**config.mk**
```make
export PLATFORM = sky130hd
export DESIGN_NAME = clk_trig_decoder
export DESIGN_NICKNAME = d
export VERILOG_FILES = /design/src/rtl/clk_trig_decoder.sv
export SDC_FILE = /design/constraint.sdc
export NUM_CORES = 1
export LEC_CHECK = 0
export BUFFER_PORTS_ARGS = -buffer_cell sky130_fd_sc_hd__buf_2
export CORE_ASPECT_RATIO = 0.8
export CORE_UTILIZATION = 40
export CTS_CLUSTER_DIAMETER = 60
export CTS_CLUSTER_SIZE = 8
export DETAILED_ROUTE_END_ITERATION = 12
export PLACE_DENSITY = 0.66
export SLEW_MARGIN = 10
export SYNTH_ARGS = -nofsm -noshare
export SYNTH_HDL_FRONTEND = slang
export SYNTH_SLANG_ARGS = --single-unit
```
**constraint.sdc**
```tcl
create_clock -name fastclk -period 2.73 [get_ports fastclk]
set_input_delay 0.4095 -clock fastclk [delete_from_list [all_inputs] [get_ports fastclk]]
set_output_delay 0.4095 -clock fastclk [all_outputs]
set_load 0.01 [all_outputs]
```
**src/rtl/clk_trig_decoder.sv**
```systemverilog
// Duty-cycle clock/trigger link receiver: oversamples clk_in on fastclk, locks onto a stable
// period and decodes one trigger bit per period. Optional majority glitch filter: CLK_TRIG_GLITCH_FILT_EN.
module clk_trig_decoder #(
  parameter int unsigned CNT_W      = 8,
  parameter int unsigned MIN_PERIOD = 8,
  parameter int unsigned MAX_PERIOD = 64,
  parameter int unsigned LOCK_CNT   = 4
) (
  input  logic             fastclk,
  input  logic             reset,
  input  logic             clk_in,
  output logic             trig_out,
  output logic             trig_valid,
  output logic             locked,
  output logic             err,
  output logic [CNT_W-1:0] period
);

  localparam int unsigned LcW = $clog2(LOCK_CNT + 1);

  localparam logic [CNT_W-1:0] CntMax     = '1;
  localparam logic [CNT_W-1:0] CntOne     = CNT_W'(1);
  localparam logic [CNT_W-1:0] TimeoutCnt = CNT_W'(MAX_PERIOD + 1);
  localparam logic [CNT_W:0]   MinP       = (CNT_W+1)'(MIN_PERIOD);
  localparam logic [CNT_W:0]   MaxP       = (CNT_W+1)'(MAX_PERIOD);
  localparam logic [LcW-1:0]   LockLast   = LcW'(LOCK_CNT - 1);

  typedef enum logic [1:0] {StSearch, StAcquire, StLocked} state_e;

  state_e           state;
  logic             sync_meta, sync_out;
  logic             s, s_d, rise, rise_q, timeout;
  logic [CNT_W-1:0] pcnt, hcnt, p_meas, h_meas;
  logic [LcW-1:0]   lock_ctr;
  logic [CNT_W:0]   p_ext, h_ext, h_dbl;
  logic             period_ok, bit_dec;

  always_ff @(posedge fastclk or negedge reset) begin
    if (!reset) begin
      sync_meta <= 1'b0;
      sync_out  <= 1'b0;
    end else begin
      sync_meta <= clk_in;
      sync_out  <= sync_meta;
    end
  end

`ifdef CLK_TRIG_GLITCH_FILT_EN
  logic tap1, tap2;

  // 2-of-3 vote over the last three synchronizer samples rejects single-cycle pulses
  always_ff @(posedge fastclk or negedge reset) begin
    if (!reset) begin
      tap1 <= 1'b0;
      tap2 <= 1'b0;
      s    <= 1'b0;
    end else begin
      tap1 <= sync_out;
      tap2 <= tap1;
      s    <= (sync_out & tap1) | (sync_out & tap2) | (tap1 & tap2);
    end
  end
`else
  assign s = sync_out;
`endif

  assign rise    = s & ~s_d;
  // Only the crossing cycle counts, so a long gap triggers loss-of-clock once
  assign timeout = (pcnt == TimeoutCnt) && !rise;

  always_ff @(posedge fastclk or negedge reset) begin
    if (!reset) begin
      s_d    <= 1'b0;
      pcnt   <= '0;
      hcnt   <= '0;
      rise_q <= 1'b0;
      p_meas <= '0;
      h_meas <= '0;
    end else begin
      s_d    <= s;
      rise_q <= rise;
      if (rise) begin
        p_meas <= pcnt;
        h_meas <= hcnt;
        pcnt   <= CntOne;
        hcnt   <= {{(CNT_W-1){1'b0}}, s};
      end else begin
        if (pcnt != CntMax) pcnt <= pcnt + CntOne;
        if (s && (hcnt != CntMax)) hcnt <= hcnt + CntOne;
      end
    end
  end

  always_comb begin
    p_ext     = {1'b0, p_meas};
    h_ext     = {1'b0, h_meas};
    h_dbl     = {h_meas, 1'b0};
    period_ok = (p_ext >= MinP) && (p_ext <= MaxP) && (h_ext != '0) &&
                (h_ext < p_ext) && (h_dbl != p_ext);
    bit_dec   = h_dbl < p_ext;
  end

  always_ff @(posedge fastclk or negedge reset) begin
    if (!reset) begin
      state      <= StSearch;
      lock_ctr   <= '0;
      trig_out   <= 1'b0;
      trig_valid <= 1'b0;
      locked     <= 1'b0;
      err        <= 1'b0;
      period     <= '0;
    end else begin
      trig_valid <= 1'b0;
      err        <= 1'b0;
      if (timeout) begin
        state    <= StSearch;
        locked   <= 1'b0;
        trig_out <= 1'b0;
        lock_ctr <= '0;
      end else if (rise_q) begin
        unique case (state)
          // First edge only opens a period; there is nothing to judge yet
          StSearch: state <= StAcquire;
          StAcquire: begin
            if (period_ok) begin
              lock_ctr <= lock_ctr + 1'b1;
              if (lock_ctr == LockLast) begin
                state  <= StLocked;
                locked <= 1'b1;
              end
            end else begin
              err      <= 1'b1;
              lock_ctr <= '0;
            end
          end
          StLocked: begin
            if (period_ok) begin
              trig_out   <= bit_dec;
              period     <= p_meas;
              trig_valid <= 1'b1;
            end else begin
              err      <= 1'b1;
              lock_ctr <= '0;
              locked   <= 1'b0;
              trig_out <= 1'b0;
              state    <= StAcquire;
            end
          end
          default: state <= StSearch;
        endcase
      end
    end
  end

endmodule

```
# Yosys cells after proc, flatten, opt, wreduce, memory -nomap -nowiden
# Index checks and enable logic that the tools add are counted.
[word_totals] regBits=53 in_bits=3 output_inout_bits=12 elab_cells=88
[classes] add_sub_neg=3 magnitude_cmp=4 eq_ne=10 mux=33 bitwise_logic=3 reduce_logical=20
[ops] op="8-bit two-way mux" n=4
[ops] op="1-bit two-way mux" n=17
[ops] op="8-bit by 1-bit adder with 8-bit output (second input constant)" n=2
[ops] op="8-bit != test (second input constant)" n=2
[ops] op="3-bit two-way mux" n=4
[ops] op="2-bit two-way mux" n=5
[ops] op="9-bit by 8-bit < comparator with 1-bit output" n=1
[ops] op="3-bit != test (second input constant)" n=3
[ops] op="9-bit by 8-bit != test with 1-bit output" n=1
[ops] op="8-bit by 7-bit equality test with 1-bit output (second input constant)" n=1
[ops] op="8-bit by 4-bit >= comparator with 1-bit output (second input constant)" n=1
[ops] op="8-bit by 7-bit less-or-equal comparator with 1-bit output (second input constant)" n=1
[ops] op="8-bit < comparator" n=1
[ops] op="4-bit AND reduction" n=2
[ops] op="2-bit nonzero test" n=4
[ops] op="8-bit nonzero test" n=1
[ops] op="1-bit logical AND" n=6
[ops] op="2-bit one-hot mux with 3 select lines" n=1
[ops] op="3-bit one-hot mux with 2 select lines" n=1
[ops] op="5-bit AND reduction" n=1
[ops] op="3-bit by 1-bit adder with 3-bit output (second input constant)" n=1
[ops] op="3-bit by 2-bit equality test with 1-bit output (second input constant)" n=1
[ops] op="3-bit AND reduction" n=1
[ops] op="3-bit nonzero test" n=1
[ops] op="9 further kinds" n=10

# Depth between registers and ports, before layout
[depth] word_depth=9 mapped_depth=8 depth_no_buf=8

# Worst setup path before layout
# Ideal clock, no wire load.
[synth_path] path_type="register to register" from="register p_meas[2]" to="register trig_out" setup_ns=0.095 t_arrival_ns=2.039 required_time_ns=2.635 path_slack_ns=0.596 stages_incl_launch_ff=9 n_path_buf=0 period_less_slack_ns=2.134 cell_sequence="dfrtp_1 -> inv_1 -> ha_1 -> a211o_1 -> a31oi_1 -> o21ai_1 -> nor2_4 -> or4b_1 -> o31ai_1"
[synth_between] elab_chain_cells=9 word_cells_on_any_way=13 cone_classes="order compare (4); eq/ne (1); mux (4); reduce/logical (4)"
[synth_lines] item="from (decl)" line_no="33" rtl="logic [CNT_W-1:0] pcnt, hcnt, p_meas, h_meas;"
[synth_lines] item="from (signal assigned)" line_no="83" rtl="p_meas <= pcnt;"
[synth_lines] item="8-bit by 4-bit >= comparator with 1-bit output / 8-bit by 7-bit less-or-equal comparator with 1-bit output (equally long branches)" line_no="98" rtl="period_ok = (p_ext >= MinP) && (p_ext <= MaxP) && (h_ext != '0) &&"
[synth_lines] item="1-bit logical AND (3 in series)" line_no="98"
[synth_lines] item="1-bit logical AND" line_no="99" rtl="(h_ext < p_ext) && (h_dbl != p_ext);"
[synth_lines] item="1-bit two-way mux *" line_no="137" rtl="if (period_ok) begin"
[synth_lines] item="1-bit two-way mux *" line_no="121" rtl="unique case (state)"
[synth_lines] item="1-bit two-way mux *" line_no="120" rtl="end else if (rise_q) begin"
[synth_lines] item="1-bit two-way mux *" line_no="115" rtl="if (timeout) begin"
[synth_lines] item="to (signal assigned)" line_no="138" rtl="trig_out <= bit_dec;"
[synth_lines] item="to (decl)" line_no="12" rtl="output logic trig_out,"
# Mark *: on every way between the ends. The rest lies on a longest branch, timed or not. The select of a mux whose other input is x is not followed.
# A chain may end at the register's enable or synchronous reset.

# Worst setup path after layout
[layout_path] from="register p_meas[7]" to="register trig_out"
# The elaborated chain is that of the path after synthesis.

==> report_table.html <==
<table>
<tr><th>Metric</th><th>Value</th></tr>
<tr><th colspan="2">Outcome</th></tr>
<tr><td>Result of the run</td><td>finished, final reports clean</td></tr>
<tr><th colspan="2">CTS</th></tr>
<tr><td>Clock-pin transition on the worst setup and hold timing paths</td><td>90 ps</td></tr>
<tr><td>CTS Hold Bufs</td><td>0</td></tr>
<tr><td>TritonCTS clock tree</td><td>built</td></tr>
<tr><td>Post-cts gate resize count</td><td>0</td></tr>
<tr><td>Clk_lat worst skew</td><td>310 ps</td></tr>
<tr><td>Maximum number of buffers from clock root to sink</td><td>2</td></tr>
<tr><td>Number of buffers inserted during clock tree synthesis</td><td>5</td></tr>
<tr><td>Buffers inserted by post-CTS timing repair</td><td>0</td></tr>
<tr><td>TritonCTS Sinks</td><td>53</td></tr>
<tr><td>Root Buffer</td><td>clkbuf_8</td></tr>
<tr><td>H-Tree Level Count</td><td>2</td></tr>
<tr><th colspan="2">Die</th></tr>
<tr><td>Row count</td><td>26</td></tr>
<tr><td>Initial standard-cell utilization of the core</td><td>41.69%</td></tr>
<tr><td>Standard cell core area</td><td>0.006441 mm²</td></tr>
<tr><td>Overall die width</td><td>93.60 µm</td></tr>
<tr><td>Number of top-level design ports</td><td>15</td></tr>
<tr><td>Die Height</td><td>75.28 µm</td></tr>
<tr><td>Die Area</td><td>between 0.007 and 0.008 mm²</td></tr>
<tr><th colspan="2">Synth</th></tr>
<tr><td>Post-Syn Area</td><td>0.002685 mm²</td></tr>
<tr><td>Number of distinct library cells after synthesis</td><td>44</td></tr>
<tr><td>Portion of the post-synthesis area used by sequential elements</td><td>49.39%</td></tr>
<tr><td>Post-synthesis sequential element count</td><td>53</td></tr>
<tr><td>Net count of the mapped netlist</td><td>291</td></tr>
<tr><td>Number of enable-type register cells in the synthesized netlist</td><td>0</td></tr>
<tr><td>Fraction of post-synthesis cell area in the top cell type by area</td><td>49.39%</td></tr>
<tr><td>Main flop type after synthesis</td><td>dfrtp_1</td></tr>
<tr><td>Cell type with the largest total area after synthesis</td><td>dfrtp_1</td></tr>
<tr><td>Asr flop ratio synth</td><td>100.0%</td></tr>
<tr><td>Most repeated cell in the gate-level netlist after synthesis</td><td>dfrtp_1</td></tr>
<tr><td>Most used standard cells in the synthesized netlist</td><td>53 x dfrtp_1, 51 x nand2_1, 23 x ha_1</td></tr>
<tr><td>Number of warnings printed during yosys synthesis</td><td>0</td></tr>
<tr><td>Top area cells in the synthesized netlist</td><td>dfrtp_1 49%, ha_1 11%, nand2_1 7.1%, mux2_2 2.9%, o21ai_0 2.8%</td></tr>
<tr><td>Post-Syn Instances</td><td>265</td></tr>
<tr><td>Post-Syn Area per Cell</td><td>between 10 and 15 µm²</td></tr>
<tr><th colspan="2">Timing</th></tr>
<tr><td>Number of slew-limit violations in the final report</td><td>0</td></tr>
<tr><td>Count of endpoints failing setup in the final report</td><td>0</td></tr>
<tr><td>Post-layout worst setup margin</td><td>373.7 ps</td></tr>
<tr><td>Achievable clock frequency</td><td>approximately 420 MHz</td></tr>
<tr><td>Slew Limit Headroom</td><td>47.57%</td></tr>
<tr><td>Tcrit/Tclk final</td><td>86.31%</td></tr>
<tr><td>Final critical path time including I/O delays and setup</td><td>2356 ps</td></tr>
<tr><td>Actual slew at the worst max-slew pin</td><td>between 700 and 800 ps</td></tr>
<tr><td>Aggregate negative setup slack</td><td>0 ps</td></tr>
<tr><td>RSZ-0062 raised after global routing</td><td>false</td></tr>
<tr><td>Final worst clock skew</td><td>10.37 ps</td></tr>
<tr><td>Hold Violations, Final</td><td>0</td></tr>
<tr><th colspan="2">Worst setup path</th></tr>
<tr><td>Largest stage delay, worst path</td><td>~460 ps</td></tr>
<tr><td>Chain of cells forming the critical path</td><td>inv_1 &gt; ha_1 &gt; a211o_1 &gt; a21oi_1 &gt; o221ai_2 &gt; nor2_4 &gt; or4b_1 &gt; o31ai_1</td></tr>
<tr><td>Signal arrival time at the worst endpoint</td><td>2580 ps</td></tr>
<tr><td>Critical register-to-register path startpoint</td><td>p_meas[7]$_DFFE_PN0P_</td></tr>
<tr><td>Worst Setup End Kind</td><td>register</td></tr>
<tr><td>CP max stage cell</td><td>or4b_1</td></tr>
<tr><td>Reg2reg setup slack</td><td>370 ps</td></tr>
<tr><td>CP max FO</td><td>8</td></tr>
<tr><td>Req. time, crit path</td><td>2950 ps</td></tr>
<tr><td>Critical R2R Capture</td><td>trig_out$_DFFE_PN0P_</td></tr>
<tr><td>Path type of the worst setup path</td><td>register to register</td></tr>
<tr><td>Cell count of the worst reg-to-reg path</td><td>8</td></tr>
<tr><td>Startpoint type of the worst setup path</td><td>register</td></tr>
<tr><th colspan="2">Detailed routing</th></tr>
<tr><td>Number of vias per cell</td><td>between 5 and 6</td></tr>
<tr><td>Wirelength per Cell</td><td>13.91 µm</td></tr>
<tr><td>Initial drt markers</td><td>63</td></tr>
<tr><td>Remaining antenna violation count after routing</td><td>0</td></tr>
<tr><td>DRC violation count after routing</td><td>0</td></tr>
<tr><td>Number of iterations in the first detailed-routing pass</td><td>4</td></tr>
<tr><td>Total number of vias</td><td>slightly below 2000</td></tr>
<tr><td>Final routed wirelength across all metal layers</td><td>5.134 mm</td></tr>
<tr><th colspan="2">Global route</th></tr>
<tr><td>Initial antenna violation count</td><td>0</td></tr>
<tr><td>Overall routing resource usage</td><td>between 10% and 20%</td></tr>
<tr><td>Residual overflow from global routing</td><td>0</td></tr>
<tr><td>First-pass GRT wire length</td><td>8.914 mm</td></tr>
<tr><td>Pin count of the biggest net entering global routing</td><td>37</td></tr>
<tr><td>Number of global-route vias before repair</td><td>1847</td></tr>
<tr><th colspan="2">Min path</th></tr>
<tr><td>Worst min-delay path class</td><td>input pin to async pin</td></tr>
<tr><th colspan="2">Final layout</th></tr>
<tr><td>Diode insertion count for antenna repair</td><td>0</td></tr>
<tr><td>Number of inserted filler cells in the final layout</td><td>629</td></tr>
<tr><td>Post-Layout Inst Area</td><td>a little under 0.003 mm²</td></tr>
<tr><td># nets final</td><td>311</td></tr>
<tr><td>Synth-to-Final Area Change</td><td>10.76%</td></tr>
<tr><td>Post-route core utilization</td><td>46.17%</td></tr>
<tr><td>Share of post-route cells with drive strength above 1</td><td>12.63%</td></tr>
<tr><th colspan="2">Power and ir drop</th></tr>
<tr><td>Areal power density over the cells</td><td>738.7 mW/mm²</td></tr>
<tr><td>Static leakage power</td><td>1.489 nW</td></tr>
<tr><td>Worst voltage drop across the vdd grid</td><td>0.0003275 V</td></tr>
<tr><td>Total Power Consumption</td><td>2.197 mW</td></tr>
<tr><th colspan="2">Place</th></tr>
<tr><td>Post-place setup slack</td><td>approximately 380 ps</td></tr>
<tr><td>Area of placed instances</td><td>0.002870 mm²</td></tr>
<tr><td>Post-DP HPWL</td><td>3.785 mm</td></tr>
<tr><td>Gpl congestion</td><td>0.8658</td></tr>
<tr><td>Port-buffer cells</td><td>14</td></tr>
<tr><th colspan="2">Flow run</th></tr>
<tr><td>Reported max-cap violation count</td><td>0</td></tr>
</table>
==> sequential cells by signal (all words and copies together) (netlist names) <==
signal and cells:
lock_ctr 3, s_d 1, sync_meta 1, s 1, locked 1, err 1, pcnt 8, p_meas 8
state 2, trig_out 1, trig_valid 1, hcnt 8, period 8, rise_q 1, h_meas 8
==> power breakdown <==
part / leakage, nW / switching [mW] / internal [mW]
clock network: 0.0540 / 0.251 / 0.267
logic: 0.729 / 0.353 / 0.272
registers: 0.707 / 0.140 / 0.914
==> per-stage QoR <==
step	hold slack, ps	cells
6_report	169.7	369
5_1_grt	184.2	369
4_1_cts	194.9	369
3_5_place_dp	334.7	362
3_3_place_gp	332.7	362
2_1_floorplan	113.9	265
==> layout make-up <==
cell class	count	area (µm²)	share of cell area, %
Inverter	16	60.06	2.019
Multi-Input combinational cell	191	1279	43.00
Timing Repair Buffer	18	100.1	3.366
Sequential cell	53	1326	44.59
Clock buffer	5	68.82	2.314
Clock inverter	2	35.03	1.178
Tap cell	84	105.1	3.534
==> cell families after synthesis <==
group	after synthesis	share of synthesized area (%)
and+or+nand+nor	111	20.60
DFF	53	49.39
AOI/OAI and AO/OA	37	9.040
adders and majority gates	23	10.72
buffers and inverters	21	2.982
xor gates and xnor gates	11	3.588
muxes	9	3.681
==> worst max path at each step <==
| stage | slack [ps] | startpoint | endpoint | cells after the start |
|---|---|---|---|---|
| final | 370 | p_meas[7]$_DFFE_PN0P_ | trig_out$_DFFE_PN0P_ | 8 |
| after global routing | 230 | p_meas[2]$_DFFE_PN0P_ | state[1]$_DFFE_PN0P_ | 8 |
| after CTS | 390 | p_meas[2]$_DFFE_PN0P_ | trig_out$_DFFE_PN0P_ | 8 |
| after detailed placement | 380 | p_meas[2]$_DFFE_PN0P_ | trig_out$_DFFE_PN0P_ | 8 |
| after global placement | 480 | p_meas[2]$_DFFE_PN0P_ | trig_out$_DFFE_PN0P_ | 8 |
| after floorplan | 600 | p_meas[2]$_DFFE_PN0P_ | trig_out$_DFFE_PN0P_ | 8 |
==> worst max-delay path, delay by kind of cell (launching register included) <==
family	cells	cell delay, ps
AO/OA/AOI/OAI	4	820
adder cells (fa/ha/maj)	1	330
buffers and inverters	1	80
flip-flops	1	370
AND/OR/NAND/NOR	2	670
==> placed cells by master (no fill, tap or decap), types with 2 or more instances in the layout <==
cell,instances
buf_2,14
nand2b_1,5
xnor2_1,3
nor2_1,16
nand3_1,7
nand4_1,6
mux2i_1,2
ha_1,23
nand2_1,51
o21a_1,2
a31oi_1,3
dfrtp_1,53
inv_1,15
o21ai_0,15
nor4_1,3
nor2b_1,3
xor2_1,8
or4b_1,2
a211o_1,2
mux2_2,7
a21oi_1,2
and3_1,6
nor3_1,5
clkbuf_8,5
o22ai_1,2
buf_4,4
==> layer usage <==
metal	GRT usage, %	share of wire [%]	routed length, µm
met3	3.838	4.9	251
met4	4.957	1.3	65
met2	25.16	43	2201
met1	24.16	51	2614
met5	0	0	0
No activity file was read; power rests on OpenSTA's default activity.
